===== src/rtl/hdmi_mon_pkg.sv =====
// Shared constants and types for the sink-side HDMI timing monitor.
package hdmi_mon_pkg;

    localparam int unsigned H_TOTAL_1080P  = 2200;
    localparam int unsigned H_ACTIVE_1080P = 1920;
    localparam int unsigned V_TOTAL_1080P  = 1125;
    localparam int unsigned V_ACTIVE_1080P = 1080;

    localparam int unsigned      CNT_W   = 12;
    localparam logic [CNT_W-1:0] CNT_MAX = 12'hFFF;

    typedef enum logic [1:0] {
        StSearch,
        StMeasure,
        StLocked
    } mon_state_e;

    function automatic logic [CNT_W-1:0] sat_inc(input logic [CNT_W-1:0] v, input logic inc);
        return (v == CNT_MAX) ? v : v + {{(CNT_W-1){1'b0}}, inc};
    endfunction

endpackage


===== src/rtl/vid_axis_meas.sv =====
// Generic period/active counter: counts ticks and active ticks between leading edges.
// The tick coinciding with a leading edge closes the period that is ending.
module vid_axis_meas
    import hdmi_mon_pkg::*;
#(
    parameter bit HOLD_ACTIVE = 1'b1
) (
    input  logic             clk_148_5,
    input  logic             reset_n,
    input  logic             tick_i,
    input  logic             active_i,
    input  logic             lead_i,
    output logic [CNT_W-1:0] period_o,
    output logic [CNT_W-1:0] active_len_o
);

    logic [CNT_W-1:0] cnt_q, act_q, period_q, active_len_q;
    logic [CNT_W-1:0] cnt_d, act_d;

    assign cnt_d = sat_inc(cnt_q, tick_i);
    assign act_d = sat_inc(act_q, tick_i & active_i);

    always_ff @(posedge clk_148_5 or negedge reset_n) begin
        if (!reset_n) begin
            cnt_q        <= '0;
            act_q        <= '0;
            period_q     <= '0;
            active_len_q <= '0;
        end else if (lead_i) begin
            period_q <= cnt_d;
            cnt_q    <= '0;
            act_q    <= '0;
            // With HOLD_ACTIVE, periods without any active tick keep the previous value
            if (!HOLD_ACTIVE || act_d != '0) begin
                active_len_q <= act_d;
            end
        end else begin
            cnt_q <= cnt_d;
            act_q <= act_d;
        end
    end

    assign period_o     = period_q;
    assign active_len_o = active_len_q;

endmodule


===== src/rtl/hdmi_timing_monitor.sv =====
// Passive 1080p60 stream monitor: measures h/v timing, tracks lock and sums pixels per frame.
// Sync edges are detected one clock after the input register; results land one clock later.
module hdmi_timing_monitor
    import hdmi_mon_pkg::*;
#(
    parameter int unsigned H_TOTAL     = H_TOTAL_1080P,
    parameter int unsigned H_ACTIVE    = H_ACTIVE_1080P,
    parameter int unsigned V_TOTAL     = V_TOTAL_1080P,
    parameter int unsigned V_ACTIVE    = V_ACTIVE_1080P,
    parameter bit          HS_POL      = 1'b1,
    parameter bit          VS_POL      = 1'b1,
    parameter int unsigned LOCK_FRAMES = 2,
    parameter int unsigned TIMEOUT     = 4096
) (
    input  logic             clk_148_5,
    input  logic             reset_n,
    input  logic             vid_hs,
    input  logic             vid_vs,
    input  logic             vid_de,
    input  logic [7:0]       vid_r,
    input  logic [7:0]       vid_g,
    input  logic [7:0]       vid_b,
    output logic [CNT_W-1:0] meas_h_total,
    output logic [CNT_W-1:0] meas_h_active,
    output logic [CNT_W-1:0] meas_v_total,
    output logic [CNT_W-1:0] meas_v_active,
    output logic             meas_valid,
    output logic             fmt_match,
    output logic             locked,
    output logic             frame_done,
    output logic [31:0]      frame_sum,
    output logic [15:0]      err_count
);

    localparam int unsigned      TO_W    = $clog2(TIMEOUT + 1);
    localparam logic [TO_W-1:0]  TO_LAST = TO_W'(TIMEOUT - 1);
    localparam logic [3:0]       LOCK_N  = 4'(LOCK_FRAMES);

    logic             hs_q, vs_q, de_q;
    logic [7:0]       r_q, g_q, b_q;
    logic             hs_prev_q, vs_prev_q, line_de_q, vs_edge_q;
    logic             hs_a, vs_a, hs_lead, vs_lead, line_has_de;
    logic [9:0]       pix;
    logic [31:0]      sum_q, sum_d, sum_snap_q;
    logic [TO_W-1:0]  to_cnt_q;
    logic             timeout;
    logic [CNT_W-1:0] line_len, de_len, v_total, v_active;
    logic             fmt_ok;
    mon_state_e       state_q;
    logic [3:0]       match_cnt_q;

    assign hs_a        = ~(hs_q ^ HS_POL);
    assign vs_a        = ~(vs_q ^ VS_POL);
    assign hs_lead     = hs_a & ~hs_prev_q;
    assign vs_lead     = vs_a & ~vs_prev_q;
    assign line_has_de = line_de_q | de_q;
    assign pix         = {2'b00, r_q} + {2'b00, g_q} + {2'b00, b_q};
    assign sum_d       = sum_q + (de_q ? {22'd0, pix} : 32'd0);
    assign timeout     = (to_cnt_q == TO_LAST) && !hs_lead;

    always_ff @(posedge clk_148_5 or negedge reset_n) begin
        if (!reset_n) begin
            hs_q       <= ~HS_POL;
            vs_q       <= ~VS_POL;
            de_q       <= 1'b0;
            r_q        <= '0;
            g_q        <= '0;
            b_q        <= '0;
            hs_prev_q  <= 1'b0;
            vs_prev_q  <= 1'b0;
            line_de_q  <= 1'b0;
            vs_edge_q  <= 1'b0;
            sum_q      <= '0;
            sum_snap_q <= '0;
            to_cnt_q   <= '0;
        end else begin
            hs_q      <= vid_hs;
            vs_q      <= vid_vs;
            de_q      <= vid_de;
            r_q       <= vid_r;
            g_q       <= vid_g;
            b_q       <= vid_b;
            hs_prev_q <= hs_a;
            vs_prev_q <= vs_a;
            vs_edge_q <= vs_lead;
            if (hs_lead) begin
                line_de_q <= 1'b0;
            end else if (de_q) begin
                line_de_q <= 1'b1;
            end
            if (vs_lead) begin
                sum_snap_q <= sum_d;
                sum_q      <= '0;
            end else begin
                sum_q <= sum_d;
            end
            if (hs_lead) begin
                to_cnt_q <= '0;
            end else if (to_cnt_q != TO_LAST) begin
                to_cnt_q <= to_cnt_q + 1'b1;
            end
        end
    end

    vid_axis_meas #(
        .HOLD_ACTIVE (1'b1)
    ) u_h_meas (
        .clk_148_5    (clk_148_5),
        .reset_n      (reset_n),
        .tick_i       (1'b1),
        .active_i     (de_q),
        .lead_i       (hs_lead),
        .period_o     (line_len),
        .active_len_o (de_len)
    );

    vid_axis_meas #(
        .HOLD_ACTIVE (1'b0)
    ) u_v_meas (
        .clk_148_5    (clk_148_5),
        .reset_n      (reset_n),
        .tick_i       (hs_lead),
        .active_i     (line_has_de),
        .lead_i       (vs_lead),
        .period_o     (v_total),
        .active_len_o (v_active)
    );

    assign fmt_ok = (line_len == CNT_W'(H_TOTAL)) && (de_len == CNT_W'(H_ACTIVE)) &&
                    (v_total == CNT_W'(V_TOTAL)) && (v_active == CNT_W'(V_ACTIVE));

    always_ff @(posedge clk_148_5 or negedge reset_n) begin
        if (!reset_n) begin
            state_q       <= StSearch;
            match_cnt_q   <= '0;
            meas_h_total  <= '0;
            meas_h_active <= '0;
            meas_v_total  <= '0;
            meas_v_active <= '0;
            meas_valid    <= 1'b0;
            fmt_match     <= 1'b0;
            locked        <= 1'b0;
            frame_done    <= 1'b0;
            frame_sum     <= '0;
            err_count     <= '0;
        end else begin
            frame_done <= 1'b0;
            if (timeout) begin
                state_q     <= StSearch;
                match_cnt_q <= '0;
                meas_valid  <= 1'b0;
                fmt_match   <= 1'b0;
                locked      <= 1'b0;
            end else if (vs_edge_q) begin
                // The first edge after SEARCH only opens a frame; nothing complete to capture
                if (state_q != StSearch) begin
                    meas_h_total  <= line_len;
                    meas_h_active <= de_len;
                    meas_v_total  <= v_total;
                    meas_v_active <= v_active;
                    frame_sum     <= sum_snap_q;
                    frame_done    <= 1'b1;
                    meas_valid    <= 1'b1;
                    fmt_match     <= fmt_ok;
                end
                case (state_q)
                    StSearch: state_q <= StMeasure;
                    StMeasure: begin
                        if (fmt_ok) begin
                            match_cnt_q <= match_cnt_q + 4'd1;
                            if (match_cnt_q == LOCK_N - 4'd1) begin
                                state_q <= StLocked;
                                locked  <= 1'b1;
                            end
                        end else begin
                            match_cnt_q <= '0;
                        end
                    end
                    StLocked: begin
                        if (!fmt_ok) begin
                            if (err_count != 16'hFFFF) begin
                                err_count <= err_count + 16'd1;
                            end
                            state_q     <= StMeasure;
                            match_cnt_q <= '0;
                            locked      <= 1'b0;
                        end
                    end
                    default: state_q <= StSearch;
                endcase
            end
        end
    end

endmodule

===== config.mk =====
export PLATFORM = sky130hd
export DESIGN_NAME = hdmi_timing_monitor
export DESIGN_NICKNAME = d
export VERILOG_FILES = /design/src/rtl/hdmi_mon_pkg.sv /design/src/rtl/vid_axis_meas.sv /design/src/rtl/hdmi_timing_monitor.sv
export SDC_FILE = /design/constraint.sdc
export NUM_CORES = 1
export LEC_CHECK = 0
export ABC_CLOCK_PERIOD_IN_PS = 8000
export CORE_ASPECT_RATIO = 0.7
export CORE_MARGIN = 8
export CORE_UTILIZATION = 60
export CTS_BUF_LIST = sky130_fd_sc_hd__clkbuf_4
export CTS_CLUSTER_DIAMETER = 50
export CTS_CLUSTER_SIZE = 8
export DETAILED_ROUTE_END_ITERATION = 8
export PLACE_DENSITY = 0.83
export SYNTH_ARGS = -nofsm -noshare
export SYNTH_HDL_FRONTEND = slang
export SYNTH_SLANG_ARGS = --single-unit

===== constraint.sdc =====
create_clock -name clk_148_5 -period 8 [get_ports clk_148_5]
set_clock_uncertainty 0.1 [all_clocks]
set_input_delay 0.8 -clock clk_148_5 [delete_from_list [all_inputs] [get_ports clk_148_5]]
set_output_delay 0.8 -clock clk_148_5 [all_outputs]
set_load 0.005 [all_outputs]

Word level (Yosys, flattened, before mapping)
Index checks and enable logic that the tools add are counted.
W data, S select, Z words.
{"block": "word_totals", "ff_bits": 310, "in_bits": 29, "output_inout_bits": 100, "wordCells": 128}
{"block": "op_classes", "add_sub_neg": 10, "n_eq_ne": 17, "mux": 40, "bitwise_logic": 8, "n_reduce_logical": 20}
{"op": "$mux W12", "count": 8}
{"op": "$eq A12 B12 Y1 const B", "count": 5}
{"op": "$add A12 B1 Y12", "count": 3}
{"op": "$eq A12 B11 Y1 const B", "count": 3}
{"op": "$add A32 B10 Y32", "count": 1}
{"op": "$mux W32", "count": 1}
{"op": "$mux W13", "count": 2}
{"op": "$add A16 B1 Y16 const B", "count": 1}
{"op": "$mux W1", "count": 16}
{"op": "$mux W4", "count": 4}
{"op": "$ne A16 B16 Y1 const B", "count": 1}
{"op": "$add A13 B1 Y13 const B", "count": 1}
{"op": "$eq A13 B12 Y1 const B", "count": 1}
{"op": "$ne A13 B12 Y1 const B", "count": 1}
{"op": "$add A12 B1 Y12 const B", "count": 1}
{"op": "$reduce_bool A12 Y1", "count": 1}
{"op": "$add A9 B8 Y10", "count": 1}
{"op": "$mux W10", "count": 1}
{"op": "$mux W2", "count": 5}
{"op": "$reduce_and A5 Y1", "count": 2}
{"op": "$reduce_bool A2 Y1", "count": 5}
{"op": "$add A8 B8 Y9", "count": 1}
{"op": "$ne A3 B3 Y1 const B", "count": 3}
{"op": "$pmux W4 S2", "count": 1}
{"op": "16 further kinds", "count": 26}

Longest topological paths before layout
Gate-level depths: netlist of run 1.
{"block": "depth", "depth_word": 8, "depth_mapped": 22, "mapped_depth_nobuf": 21}

By module
Synthesis of run 1 repeated with hierarchy kept, for this count alone.
{"block": "unflattened", "cells_unflattened": 1396, "hier_area_um2": 13863.3}
{"module": "hdmi_timing_monitor", "n_inst": 1, "cells_per_inst": 940, "area_per_inst_um2": 9308.9, "seq_area_each_um2": 5355.1}
{"module": "vid_axis_meas (u_h_meas)", "n_inst": 1, "cells_per_inst": 237, "area_per_inst_um2": 2323.5, "seq_area_each_um2": 1201.2}
{"module": "vid_axis_meas (u_v_meas)", "n_inst": 1, "cells_per_inst": 219, "area_per_inst_um2": 2230.9, "seq_area_each_um2": 1201.2}

Least setup slack after synthesis of run 1
No wires, ideal clock.
{"block": "synth_timing", "path_type": "register to register", "start": "reg r_q[2]", "end": "reg sum_snap_q[31]", "arrival_ns": 3.846, "path_slack_ns": 3.921, "path_stages_with_launch": 19, "synth_period_minus_slack_ns": 4.079, "cell_sequence": "dfrtp_1 fa_1 ha_1 a21o_1 a21oi_1 nor2b_1 o21a_1 o41a_1 xor2_1 and2_1 ha_1 and4_1 nand2_1 nor2_1 a211oi_1 clkbuf_1 nor4b_1 xnor2_1 o21ai_0"}
{"block": "synth_via", "elab_chain_len": 4}
{"item": "start: declaration", "line": "hdmi_timing_monitor.sv:40", "text": "logic [7:0] r_q, g_q, b_q;"}
{"item": "start signal: assignment", "line": "hdmi_timing_monitor.sv:80", "text": "r_q <= vid_r;"}
{"item": "$add A8 B8 Y9", "line": "hdmi_timing_monitor.sv:57", "text": "assign pix = {2'b00, r_q} + {2'b00, g_q} + {2'b00, b_q};"}
{"item": "$add A9 B8 Y10", "line": "hdmi_timing_monitor.sv:57"}
{"item": "$mux W10", "line": "hdmi_timing_monitor.sv:58", "text": "assign sum_d = sum_q + (de_q ? {22'd0, pix} : 32'd0);"}
{"item": "$add A32 B10 Y32", "line": "hdmi_timing_monitor.sv:58"}
{"item": "end signal: assignment", "line": "hdmi_timing_monitor.sv:92", "text": "sum_snap_q <= sum_d;"}
{"item": "end: declaration", "line": "hdmi_timing_monitor.sv:44", "text": "logic [31:0] sum_q, sum_d, sum_snap_q;"}
Every way passes these cells.
A chain may end at the register's enable or synchronous reset.

Worst setup path in the final report of run 1
{"block": "layout_timing", "start": "reg r_q[1]", "end": "reg sum_snap_q[26]"}
Same word-level chain as after synthesis.

==> results of run 1 <==
cell usage after synthesis, drive strengths merged, types with 27 or more instances:
cell	number
dfrtp	310
nor2	150
nand2	102
mux2	89
o21ai	88
nand3	44
xor2	38
a21oi	37
clkbuf	36
inv	35
xnor2	32
ha	28
nand4	27
power by group:
| group | total, W | internal, W | switching (W) |
|---|---|---|---|
| combinational | 0.000807 | 0.000417 | 0.000390 |
| sequential | 0.00191 | 0.00177 | 0.000145 |
| clock | 0.000795 | 0.000297 | 0.000498 |
| total | 0.00351 | 0.00248 | 0.00103 |
per-layer routing:
metal | wire length (um) | GRT usage (%)
met1 | 13200 | 30.0
met2 | 12100 | 31.0
met3 | 1590 | 4.33
met4 | 354 | 4.49
met5 | 0 | 0
cells by family (layout without fill, tap and decap cells):
kind of cell	after synthesis	in the layout	share of synthesized area, %
adder cells (fa/ha/maj)	38	38	4.08
XOR/XNOR	70	70	4.55
AO/OA/AOI/OAI	168	168	7.05
buffers and inverters	80	221	2.38
multiplexers	97	97	8.22
flip-flops	310	310	57.5
other	0	1	0
AND/OR/NAND/NOR	444	444	16.2
area by class of cell:
class                           instances  area share [%]
Antenna cell                            1          0.0162
Clock buffer                           46            2.24
Clock inverter                          2           0.219
Inverter                               35           0.853
Multi-Input combinational cell        817            35.1
Sequential cell                       310            50.4
Tap cell                              288            2.34
Timing Repair Buffer                  138            8.84
through the flow:
step / worst slack [ps] / hold slack (ps) / total power [W] / util, %
4_1_cts: 3490 / 130 / 0.00356 / 69.0
3_5_place_dp: 3490 / 271 / 0.00276 / 67.3
6_report: 3490 / 112 / 0.00351 / 69.0
2_1_floorplan: 3920 / 255 / 0.00238 / -
5_1_grt: 3190 / 192 / 0.00374 / 69.0
3_3_place_gp: 3650 / 265 / 0.00272 / 67.3
sequential cells by signal (all words and copies together) (netlist names), 13 cells and up:
register    cells
to_cnt_q       13
err_count      16
sum_q          32
sum_snap_q     32
frame_sum      32
path summary, 6_finish.rpt:
path | slack [ps] | endpoint | from | depth (start not counted)
max | 3490 | sum_snap_q[26]$_DFFE_PN0P_ | r_q[1]$_DFF_PN0_ | 17
min | 110 | err_count[0]$_DFFE_PN0P_ | reset_n | 1
max reg2reg | 3490 | sum_snap_q[26]$_DFFE_PN0P_ | r_q[1]$_DFF_PN0_ | 17
min reg2reg | 290 | hs_prev_q$_DFF_PN0_ | hs_a$_DFF_PN0_ | 0
max in group asynchronous | 6260 | meas_v_total[4]$_DFFE_PN0P_ | reset_n | 2
min in group clk_148_5 | 290 | hs_prev_q$_DFF_PN0_ | hs_a$_DFF_PN0_ | 0
==> results.py, run 1 <==
metrics = {
    "timing": {
        "finalSetupViolCount": 0,
        "fmax_mhz": 222,
        "finalMaxSlewViolations": 0,
        "hold_violations": 0,
        "tns_ps": 0,
        "shortest_clock_period_the_worst_path_allows_after_layout_ps": 4510,
        "final_cycle_share_pct": 56.4,
        "slew-limit-headroom_pct": 16.7,
        "worst-slew-pin-transition_ps": 1250,
        "rsz0062_at_grt": "false",
    },
    "power_and_ir_drop": {
        "power.static_leakage_nw": 7.10,
        "ir_drop_worst_vdd_uv": 207,
        "power-per-cell-area_nw_per_um2": 228,
    },
    "synth": {
        "ys_seq_area_share_pct": 57.5,
        "postSynth.topFlopCell": "sky130_fd_sc_hd__dfrtp_1",
        "postSynthAreaPerCell_sq_um": 11.2,
        "cell_type_with_the_highest_aggregate_area_in_the_netlist": "sky130_fd_sc_hd__dfrtp_1",
        "async_flop_share_pct": 100,
        "ys_ff_latch": 310,
        "post_synth_inst_count": 1207,
        "mappedNetlistArea_sq_um": 13500,
        "yosysUniqueCellTypes": 62,
        "synth-warning-count": 0,
        "synth_largest_type_area_fraction_pct": 57.5,
        "syn-num-nets": 1274,
        "synth_edf_count": 0,
        "yosys-top-cells-area": "sky130_fd_sc_hd__dfrtp_1 (58%), sky130_fd_sc_hd__mux2_2 (6.8%), sky130_fd_sc_hd__nor2_1 (4.2%)",
    },
    "floorplan": {
        "effective_utilization_at_floorplan_pct": 60.4,
        "vert_die_dim_um": 141,
        "floorplan.rows": 46,
        "io_pins": 129,
        "chipWidth_um": 195,
        "dieArea_sq_um": 27600,
        "fp.coreArea_sq_um": 22300,
    },
    "route": {
        "detail_route.wirelength_um": 27300,
        "dr_total_vias": 9246,
        "drt-pass1-iter-count": 8,
        "wl_per_cell_um": 16.7,
        "ant_nets": 0,
        "post_drt_via_cell_ratio": 5.65,
        "drc": 0,
        "initialDrtViolationCount": 670,
    },
    "critical_path": {
        "crit_chain": "inv_1 -> fa_1 -> inv_1 -> ha_1 -> a21o_1 -> a21oi_1 -> nor2b_1 -> o21a_1 -> o41a_1 -> xor2_1 -> and2_1 -> ha_1 -> and4_1 -> o21ai_0 -> o21a_1 -> or4_1 -> a31oi_1",
        "cp_data_required_time_ps": 8470,
        "critPathBufInv": 2,
        "slowest_stage": "sky130_fd_sc_hd__or4_1",
        "worst-path-max-fanout": 23,
        "arrival_ps": 4980,
        "worstSetupEndpointType": "flip-flop",
        "crit_path_start_kind": "flip-flop",
        "crit_path_max_incr_delay_ps": 590,
        "worst_path_dominant_cell_family": "compound AO/OA/AOI/OAI gates",
        "timing.setup.critical_path_class": "flip-flop to flip-flop",
    },
    "cts": {
        "clock_tree.htree_level_count": 2,
        "tritoncts": "built",
        "number_of_sinks_on_the_clock_net": 310,
        "clock_tree.root_cell": "sky130_fd_sc_hd__clkbuf_4",
        "post_cts_resized": 0,
        "worst_skew_pair.late_latency_ps": 660,
        "hold_buffers": 0,
        "post-cts-setup-buffers": 0,
        "cts.path.max_buffers": 3,
        "cts-buffers-inserted": 44,
        "clk_transition_reported_paths_ps": 100,
    },
    "place": {
        "dp_hpwl_um": 19000,
        "gp_routability_congestion": 0.883,
        "dpl-instance-area_sq_um": 15000,
        "port_buffers": 128,
        "numPlacedInstances": 1588,
    },
    "grt": {
        "grt_overflow": 0,
        "globalRouteTotalUtil_pct": 20.4,
        "grt_start_max_net_pins": 126,
        "number_of_antenna_violations_at_the_first_check_in_global_routing": 1,
        "via_count_of_the_first_global_routing_pass": 9221,
        "global_route_wire_length_before_repair_um": 46900,
    },
    "layout": {
        "final_cell_mix": "sky130_fd_sc_hd__dfrtp_1 (310), sky130_fd_sc_hd__nor2_1 (149), sky130_fd_sc_hd__clkdlybuf4s50_1 (127)",
        "drive_above_1_share_pct": 12.0,
        "layoutNonFillerInstCount": 1637,
        "postLayoutCellArea_sq_um": 15400,
        "multi_input_area_sq_um": 5410,
        "final.fill_count": 1672,
        "layout-area-overhead-vs-synth_pct": 14.3,
        "final-seq-area_sq_um": 7760,
        "net_total_in_the_final_layout": 1413,
        "layout.cells.most_common": "sky130_fd_sc_hd__dfrtp_1",
    },
    "job": {
        "maxCapViolations": 0,
    },
    "worst_hold_path": {
        "hp-class": "input port to asynchronous set/reset pin",
    },
    "status": {
        "result_of_the_run": "completed",
    },
}
Note: power is estimated with default switching activity, not from simulation.
==> run 2, diff against run 1 <==
--- a/config.mk
+++ b/config.mk
@@ -5,15 +5,15 @@
 export SDC_FILE = /design/constraint.sdc
 export NUM_CORES = 1
 export LEC_CHECK = 0
-export ABC_CLOCK_PERIOD_IN_PS = 8000
+export ABC_CLOCK_PERIOD_IN_PS = 4300
 export CORE_ASPECT_RATIO = 0.7
 export CORE_MARGIN = 8
-export CORE_UTILIZATION = 60
+export CORE_UTILIZATION = 59
 export CTS_BUF_LIST = sky130_fd_sc_hd__clkbuf_4
 export CTS_CLUSTER_DIAMETER = 50
 export CTS_CLUSTER_SIZE = 8
 export DETAILED_ROUTE_END_ITERATION = 8
-export PLACE_DENSITY = 0.83
+export PLACE_DENSITY = 0.82
 export SYNTH_ARGS = -nofsm -noshare
 export SYNTH_HDL_FRONTEND = slang
 export SYNTH_SLANG_ARGS = --single-unit
==> constraint.sdc (replaced) <==
create_clock -name clk_148_5 -period 4.3 [get_ports clk_148_5]
set_clock_uncertainty 0.1 [all_clocks]
set_input_delay 0.43 -clock clk_148_5 [delete_from_list [all_inputs] [get_ports clk_148_5]]
set_output_delay 0.43 -clock clk_148_5 [all_outputs]
set_load 0.005 [all_outputs]
==> results.py, run 2 (same netlist as run 1, synthesis figures left out) <==
metrics = {
    "status": {
        "result_of_the_run": "completed",
    },
    "grt": {
        "grt_start_max_net_pins": 106,
        "globalRouteTotalUtil_pct": 20.7,
        "global_route_wire_length_before_repair_um": 48100,
        "grt_overflow": 0,
        "number_of_antenna_violations_at_the_first_check_in_global_routing": 0,
        "via_count_of_the_first_global_routing_pass": 9433,
    },
    "power_and_ir_drop": {
        "switching_component_of_the_power_w": 0.00200,
        "power.sequential.fraction_pct": 54.0,
        "power.static_leakage_nw": 7.16,
        "combinationalPowerShare_pct": 24.8,
        "power-per-cell-area_nw_per_um2": 423,
        "power.share.switching_pct": 30.2,
        "power_frac_clock_pct": 21.2,
        "internal_power_w": 0.00462,
        "ir_drop_worst_vdd_uv": 322,
    },
    "timing": {
        "finalMaxSlewViolations": 0,
        "shortest_clock_period_the_worst_path_allows_after_layout_ps": 4160,
        "finalSetupViolCount": 0,
        "tns_ps": 0,
        "worst-slew-pin-transition_ps": 1040,
        "final_cycle_share_pct": 96.8,
        "hold_violations": 0,
        "slew-limit-headroom_pct": 30.8,
        "fmax_mhz": 240,
    },
    "worst_hold_path": {
        "hold_path.startpoint": "vid_b[7]",
        "hp-class": "input port to flip-flop",
        "min_path_cells": 1,
    },
    "route": {
        "wl_per_cell_um": 17.0,
        "dr_total_vias": 9420,
        "post_drt_via_cell_ratio": 5.63,
        "initialDrtViolationCount": 762,
        "ant_nets": 0,
        "drt-pass1-iter-count": 5,
        "drc": 0,
        "detail_route.wirelength_um": 28400,
    },
    "cts": {
        "cts.path.max_buffers": 3,
        "cts-buffers-inserted": 44,
        "clock_tree.htree_level_count": 2,
        "clock_tree.root_cell": "sky130_fd_sc_hd__clkbuf_4",
        "worst_skew_pair.late_latency_ps": 690,
        "number_of_sinks_on_the_clock_net": 310,
        "clk_transition_reported_paths_ps": 80,
        "tritoncts": "built",
    },
    "floorplan": {
        "chipWidth_um": 197,
        "floorplan.rows": 46,
        "effective_utilization_at_floorplan_pct": 59.7,
        "io_pins": 129,
        "dieArea_sq_um": 28000,
        "vert_die_dim_um": 142,
        "fp.coreArea_sq_um": 22600,
    },
    "critical_path": {
        "slowest_stage": "sky130_fd_sc_hd__fa_1",
        "worst-r2r-cell-count": 18,
        "crit_chain": "fa_1 -> ha_1 -> a21o_1 -> a21oi_2 -> nor2b_1 -> o21a_1 -> o41a_1 -> xor2_1 -> and2_1 -> ha_4 -> and4_4 -> nand2_1 -> nor2_1 -> a211oi_2 -> buf_2 -> nor4b_2 -> xnor2_1 -> nor2_1",
        "timing.setup.critical_path_class": "flip-flop to flip-flop",
        "worst_path_dominant_cell_family": "adder cells",
        "r2r-start": "r_q[2]$_DFF_PN0_",
        "worstSetupEndpointType": "flip-flop",
        "timing.reg2reg.setup_slack_ps": 140,
        "crit_path_max_incr_delay_ps": 500,
        "arrival_ps": 4550,
        "critical_path_depth": 18,
        "cp_data_required_time_ps": 4690,
        "crit_path_start_kind": "flip-flop",
        "worst-path-max-fanout": 5,
        "critPathBufInv": 1,
        "setup.worst_path.start": "r_q[2]$_DFF_PN0_",
        "crit_path_frequent_cell": "sky130_fd_sc_hd__nor2_1",
    },
    "place": {
        "port_buffers": 128,
        "dp_hpwl_um": 19600,
        "gp_routability_congestion": 0.876,
        "dpl-instance-area_sq_um": 15100,
    },
    "layout": {
        "drive_above_1_share_pct": 14.7,
        "postLayoutCellArea_sq_um": 15700,
        "diodes": 0,
        "biggestRegsByFlops": "frame_sum: 32 flops, sum_q: 32 flops, sum_snap_q: 32 flops",
        "net_total_in_the_final_layout": 1426,
        "final.fill_count": 1666,
        "layout.cells.most_common": "sky130_fd_sc_hd__dfrtp_1",
        "layout-area-overhead-vs-synth_pct": 16.1,
        "final_cell_mix": "sky130_fd_sc_hd__dfrtp_1 (310), sky130_fd_sc_hd__nor2_1 (149), sky130_fd_sc_hd__clkdlybuf4s50_1 (127)",
    },
    "job": {
        "maxCapViolations": 0,
    },
}
-- run 2: changes by cell type in the layout (fill, tap and decap cells not counted), sizes merged --
cell and delta:
o21a +1, clkinv +1, clkbuf -2, diode -1
dlygate4sd3 +1, inv +2, buf +11, bufinv -1
-- run 2: metrics by stage --
stage | hold slack (ps) | instances | util, % | power (W) | setup WS, ps
after floorplan | 34.4 | 1207 | - | 0.00443 | 221
after global placement | 273 | 1619 | 67.1 | 0.00511 | 117
after detailed placement | 274 | 1619 | 67.1 | 0.00518 | 37.6
after CTS | 42.6 | 1668 | 68.7 | 0.00660 | 10.6
after global routing | 44.6 | 1673 | 69.4 | 0.00704 | -110
final | 95.1 | 1673 | 69.4 | 0.00663 | 136
-- run 2: layer usage --
layer / routed length (um) / part of all wire (%) / track usage, % / vias to the layer above
li1: - / - / - / 4474
met1: 13500 / 48 / 30.4 / 4660
met2: 12700 / 45 / 31.3 / 251
met3: 1870 / 6.6 / 4.77 / 35
met4: 354 / 1.2 / 4.42 / 0
met5: 0 / 0 / 0 / -
-- run 2: final timing paths --
path | to
max in group asynchronous | meas_v_total[4]$_DFFE_PN0P_
min | b_q[7]$_DFF_PN0_
max reg2reg | sum_q[27]$_DFF_PN0_
min reg2reg | hs_prev_q$_DFF_PN0_
max | sum_q[27]$_DFF_PN0_
min in group asynchronous | err_count[2]$_DFFE_PN0P_
-- run 2: cell type report --
cell class	count	area [sq um]	share of cell area (%)
clock buffer	44	330	2.11
clock inverter	4	20.0	0.128
inverter	35	131	0.839
multi-input combinational	818	5550	35.4
sequential	310	7760	49.6
tap	312	390	2.49
timing repair buffer	150	1480	9.43
-- run 2: power by group through the flow --
stage          registers, W  logic [W]  clock network [W]
2_1_floorplan       0.00355   0.000883                  0
3_3_place_gp        0.00361    0.00151                  0
3_5_place_dp        0.00362    0.00156                  0
4_1_cts             0.00357    0.00157            0.00146
5_1_grt             0.00363    0.00182            0.00159
6_report            0.00358    0.00164            0.00141
-- run 2: worst reg2reg max path, stage by stage (launching register included) --
cell and delay, ps:
sky130_fd_sc_hd__dfrtp_1 390, sky130_fd_sc_hd__fa_1 500, sky130_fd_sc_hd__ha_1 310, sky130_fd_sc_hd__a21o_1 170
sky130_fd_sc_hd__a21oi_2 130, sky130_fd_sc_hd__nor2b_1 60, sky130_fd_sc_hd__o21a_1 180, sky130_fd_sc_hd__o41a_1 320
sky130_fd_sc_hd__xor2_1 150, sky130_fd_sc_hd__and2_1 200, sky130_fd_sc_hd__ha_4 290, sky130_fd_sc_hd__and4_4 220
sky130_fd_sc_hd__nand2_1 80, sky130_fd_sc_hd__nor2_1 150, sky130_fd_sc_hd__a211oi_2 80, sky130_fd_sc_hd__buf_2 190
sky130_fd_sc_hd__nor4b_2 280, sky130_fd_sc_hd__xnor2_1 170, sky130_fd_sc_hd__nor2_1 60
-- run 2: what timing repair did --
action / 4_1_cts / 5_1_grt
gates resized for setup: 0 / 34
hold buffers: 1 / 0
hold endpoints to repair: 102 / 0
buffers inserted: 0 / 3
setup endpoints to repair: 0 / 44
==> run 3, diff against run 2 <==
--- a/config.mk
+++ b/config.mk
@@ -5,7 +5,7 @@
 export SDC_FILE = /design/constraint.sdc
 export NUM_CORES = 1
 export LEC_CHECK = 0
-export ABC_CLOCK_PERIOD_IN_PS = 4300
+export ABC_CLOCK_PERIOD_IN_PS = 4100
 export CORE_ASPECT_RATIO = 0.7
 export CORE_MARGIN = 8
 export CORE_UTILIZATION = 59
@@ -14,6 +14,7 @@
 export CTS_CLUSTER_SIZE = 8
 export DETAILED_ROUTE_END_ITERATION = 8
 export PLACE_DENSITY = 0.82
+export REMOVE_ABC_BUFFERS = 1
 export SYNTH_ARGS = -nofsm -noshare
 export SYNTH_HDL_FRONTEND = slang
 export SYNTH_SLANG_ARGS = --single-unit
==> constraint.sdc (replaced) <==
create_clock -name clk_148_5 -period 4.1 [get_ports clk_148_5]
set_clock_uncertainty 0.1 [all_clocks]
set_input_delay 0.41 -clock clk_148_5 [delete_from_list [all_inputs] [get_ports clk_148_5]]
set_output_delay 0.41 -clock clk_148_5 [all_outputs]
set_load 0.005 [all_outputs]
==> results.py, run 3 (same netlist as run 1, synthesis figures left out) <==
metrics = {
    "status": {
        "result_of_the_run": "finished, violations left",
        "failed_checks": "negative setup slack",
    },
    "layout": {
        "layout.cells.most_common": "sky130_fd_sc_hd__dfrtp_1",
        "drive_above_1_share_pct": 16.9,
        "layout-area-overhead-vs-synth_pct": 18.2,
        "diodes": 0,
        "net_total_in_the_final_layout": 1439,
        "layoutNonFillerInstCount": 1687,
        "final_cell_mix": "sky130_fd_sc_hd__dfrtp_1 (310), sky130_fd_sc_hd__nor2_1 (148), sky130_fd_sc_hd__clkdlybuf4s50_1 (127)",
        "final.fill_count": 1667,
        "biggestRegsByFlops": "frame_sum: 32 flops, sum_q: 32 flops, sum_snap_q: 32 flops",
    },
    "cts": {
        "clock_tree.htree_level_count": 2,
        "cts.path.max_buffers": 3,
        "number_of_sinks_on_the_clock_net": 310,
        "worst_skew_pair.late_latency_ps": 660,
        "cts-buffers-inserted": 45,
        "clock_tree.root_cell": "sky130_fd_sc_hd__clkbuf_4",
        "tritoncts": "built",
        "clk_transition_reported_paths_ps": 90,
    },
    "place": {
        "dp_hpwl_um": 18700,
        "port_buffers": 128,
        "numPlacedInstances": 1624,
        "gp_routability_congestion": 0.865,
        "dpl_worst_slack_ps": -188,
    },
    "floorplan": {
        "chipWidth_um": 197,
        "floorplan.rows": 46,
        "effective_utilization_at_floorplan_pct": 59.7,
        "fp.coreArea_sq_um": 22600,
        "io_pins": 129,
        "dieArea_sq_um": 28000,
        "vert_die_dim_um": 142,
    },
    "route": {
        "initialDrtViolationCount": 536,
        "post_drt_via_cell_ratio": 5.62,
        "detail_route.wirelength_um": 28200,
        "dr_total_vias": 9475,
        "wl_per_cell_um": 16.7,
        "drc": 0,
        "drt-pass1-iter-count": 5,
        "ant_nets": 0,
    },
    "grt": {
        "global_route_wire_length_before_repair_um": 45900,
        "number_of_antenna_violations_at_the_first_check_in_global_routing": 0,
        "grt_start_max_net_pins": 124,
        "via_count_of_the_first_global_routing_pass": 9317,
        "globalRouteTotalUtil_pct": 19.7,
        "grt_overflow": 0,
    },
    "power_and_ir_drop": {
        "internal_power_w": 0.00496,
        "switching_component_of_the_power_w": 0.00212,
        "power.sequential.fraction_pct": 52.9,
        "ir_drop_worst_vdd_uv": 296,
        "power.static_leakage_nw": 7.32,
        "power.share.switching_pct": 29.9,
        "combinationalPowerShare_pct": 25.7,
        "power-per-cell-area_nw_per_um2": 444,
        "power_frac_clock_pct": 21.4,
    },
    "critical_path": {
        "crit_path_start_kind": "flip-flop",
        "cp_data_required_time_ps": 4570,
        "timing.setup.critical_path_class": "flip-flop to flip-flop",
        "worst-path-max-fanout": 6,
        "worstSetupEndpointType": "flip-flop",
        "arrival_ps": 4680,
    },
    "timing": {
        "fmax_mhz": 238,
        "final_cycle_share_pct": 103,
        "finalSetupViolCount": 12,
        "rsz0062_at_grt": "true",
        "finalMaxSlewViolations": 0,
        "worst_path_setup_slack_after_routing_ps": -104,
        "hold_violations": 0,
        "slew-limit-headroom_pct": 35.7,
        "worst-slew-pin-transition_ps": 964,
        "shortest_clock_period_the_worst_path_allows_after_layout_ps": 4200,
    },
    "worst_hold_path": {
        "hp-class": "input port to flip-flop",
    },
    "job": {
        "maxCapViolations": 0,
    },
}
==> run 3: changes by cell type in the layout (fill, tap and decap cells not counted), sizes merged <==
| cell | delta |
|---|---|
| o21a | -1 |
| inv | -1 |
| clkinv | -2 |
| clkinvlp | +2 |
| clkbuf | +5 |
| buf | +11 |
==> run 3: area by class of cell <==
type | count | area (sq um) | area share, %
Inverter | 35 | 131 | 0.824
Tap cell | 312 | 390 | 2.45
Sequential cell | 310 | 7760 | 48.7
Multi-Input combinational cell | 817 | 5650 | 35.5
Timing Repair Buffer | 163 | 1640 | 10.3
Clock inverter | 3 | 18.8 | 0.118
Clock buffer | 47 | 353 | 2.21
==> run 3: what timing repair did <==
| action | CTS | global route |
|---|---|---|
| endpoints found under the setup margin | 30 | 45 |
| cloned | 0 | 4 |
| pin swaps | 11 | 24 |
| endpoints found under the hold margin | 120 | 0 |
| hold buffers | 1 | 0 |
| gates resized for setup | 11 | 55 |
| buffers inserted | 3 | 5 |
==> run 3: path summary, 6_finish.rpt <==
kind	from	end	slack, ps	depth (start not counted)
max	g_q[2]$_DFF_PN0_	sum_snap_q[26]$_DFFE_PN0P_	-100	16
min reg2reg	hs_a$_DFF_PN0_	hs_prev_q$_DFF_PN0_	280	0
max in group asynchronous	reset_n	to_cnt_q[3]$_DFFE_PN0N_	2490	3
max reg2reg	g_q[2]$_DFF_PN0_	sum_snap_q[26]$_DFFE_PN0P_	-100	16
min	vid_vs	vs_a$_DFF_PN0_	90	1
min in group asynchronous	reset_n	u_h_meas.act_q[10]$_DFF_PN0_	350	2
==> run 3: worst max-delay path, cell delays in order, from the launching register on <==
cell	delay (ps)
sky130_fd_sc_hd__dfrtp_1	390
sky130_fd_sc_hd__fa_1	560
sky130_fd_sc_hd__ha_1	230
sky130_fd_sc_hd__a21o_1	170
sky130_fd_sc_hd__a21oi_2	160
sky130_fd_sc_hd__nor2b_1	60
sky130_fd_sc_hd__o21a_1	190
sky130_fd_sc_hd__o41a_1	320
sky130_fd_sc_hd__xor2_1	150
sky130_fd_sc_hd__and2_4	170
sky130_fd_sc_hd__ha_4	290
sky130_fd_sc_hd__and4_4	220
sky130_fd_sc_hd__o21ai_2	60
sky130_fd_sc_hd__o21a_4	240
sky130_fd_sc_hd__buf_12	140
sky130_fd_sc_hd__or4_4	510
sky130_fd_sc_hd__a31oi_4	170
==> run 3: per-stage QoR <==
step	hold slack, ps	setup TNS (ps)	util (%)	cell area [sq um]	total power [W]
finish	86.0	-636	70.6	15900	0.00708
global route	46.4	-6090	70.6	15900	0.00749
CTS	38.1	-35.2	69.3	15600	0.00701
detailed placement	263	-2130	67.3	15200	0.00544
global placement	268	-464	67.3	15200	0.00537
floorplan	14.4	-157540	-	13300	0.00464
==> run 3: layer usage <==
layer / share of wire, % / routed length [um] / track usage [%] / up-vias
li1: - / - / - / 4482
met1: 48 / 13600 / 28.1 / 4683
met2: 44 / 12400 / 29.8 / 265
met3: 6.2 / 1740 / 4.89 / 45
met4: 1.5 / 419 / 5.13 / 0
met5: 0 / 0 / 0 / -
==> run 3: power by group through the flow <==
stage | combinational [W] | clock, W | sequential, W
2_1_floorplan | 0.000919 | 0 | 0.00372
3_3_place_gp | 0.00158 | 0 | 0.00378
3_5_place_dp | 0.00165 | 0 | 0.00379
4_1_cts | 0.00170 | 0.00157 | 0.00374
5_1_grt | 0.00201 | 0.00169 | 0.00380
6_report | 0.00182 | 0.00151 | 0.00375
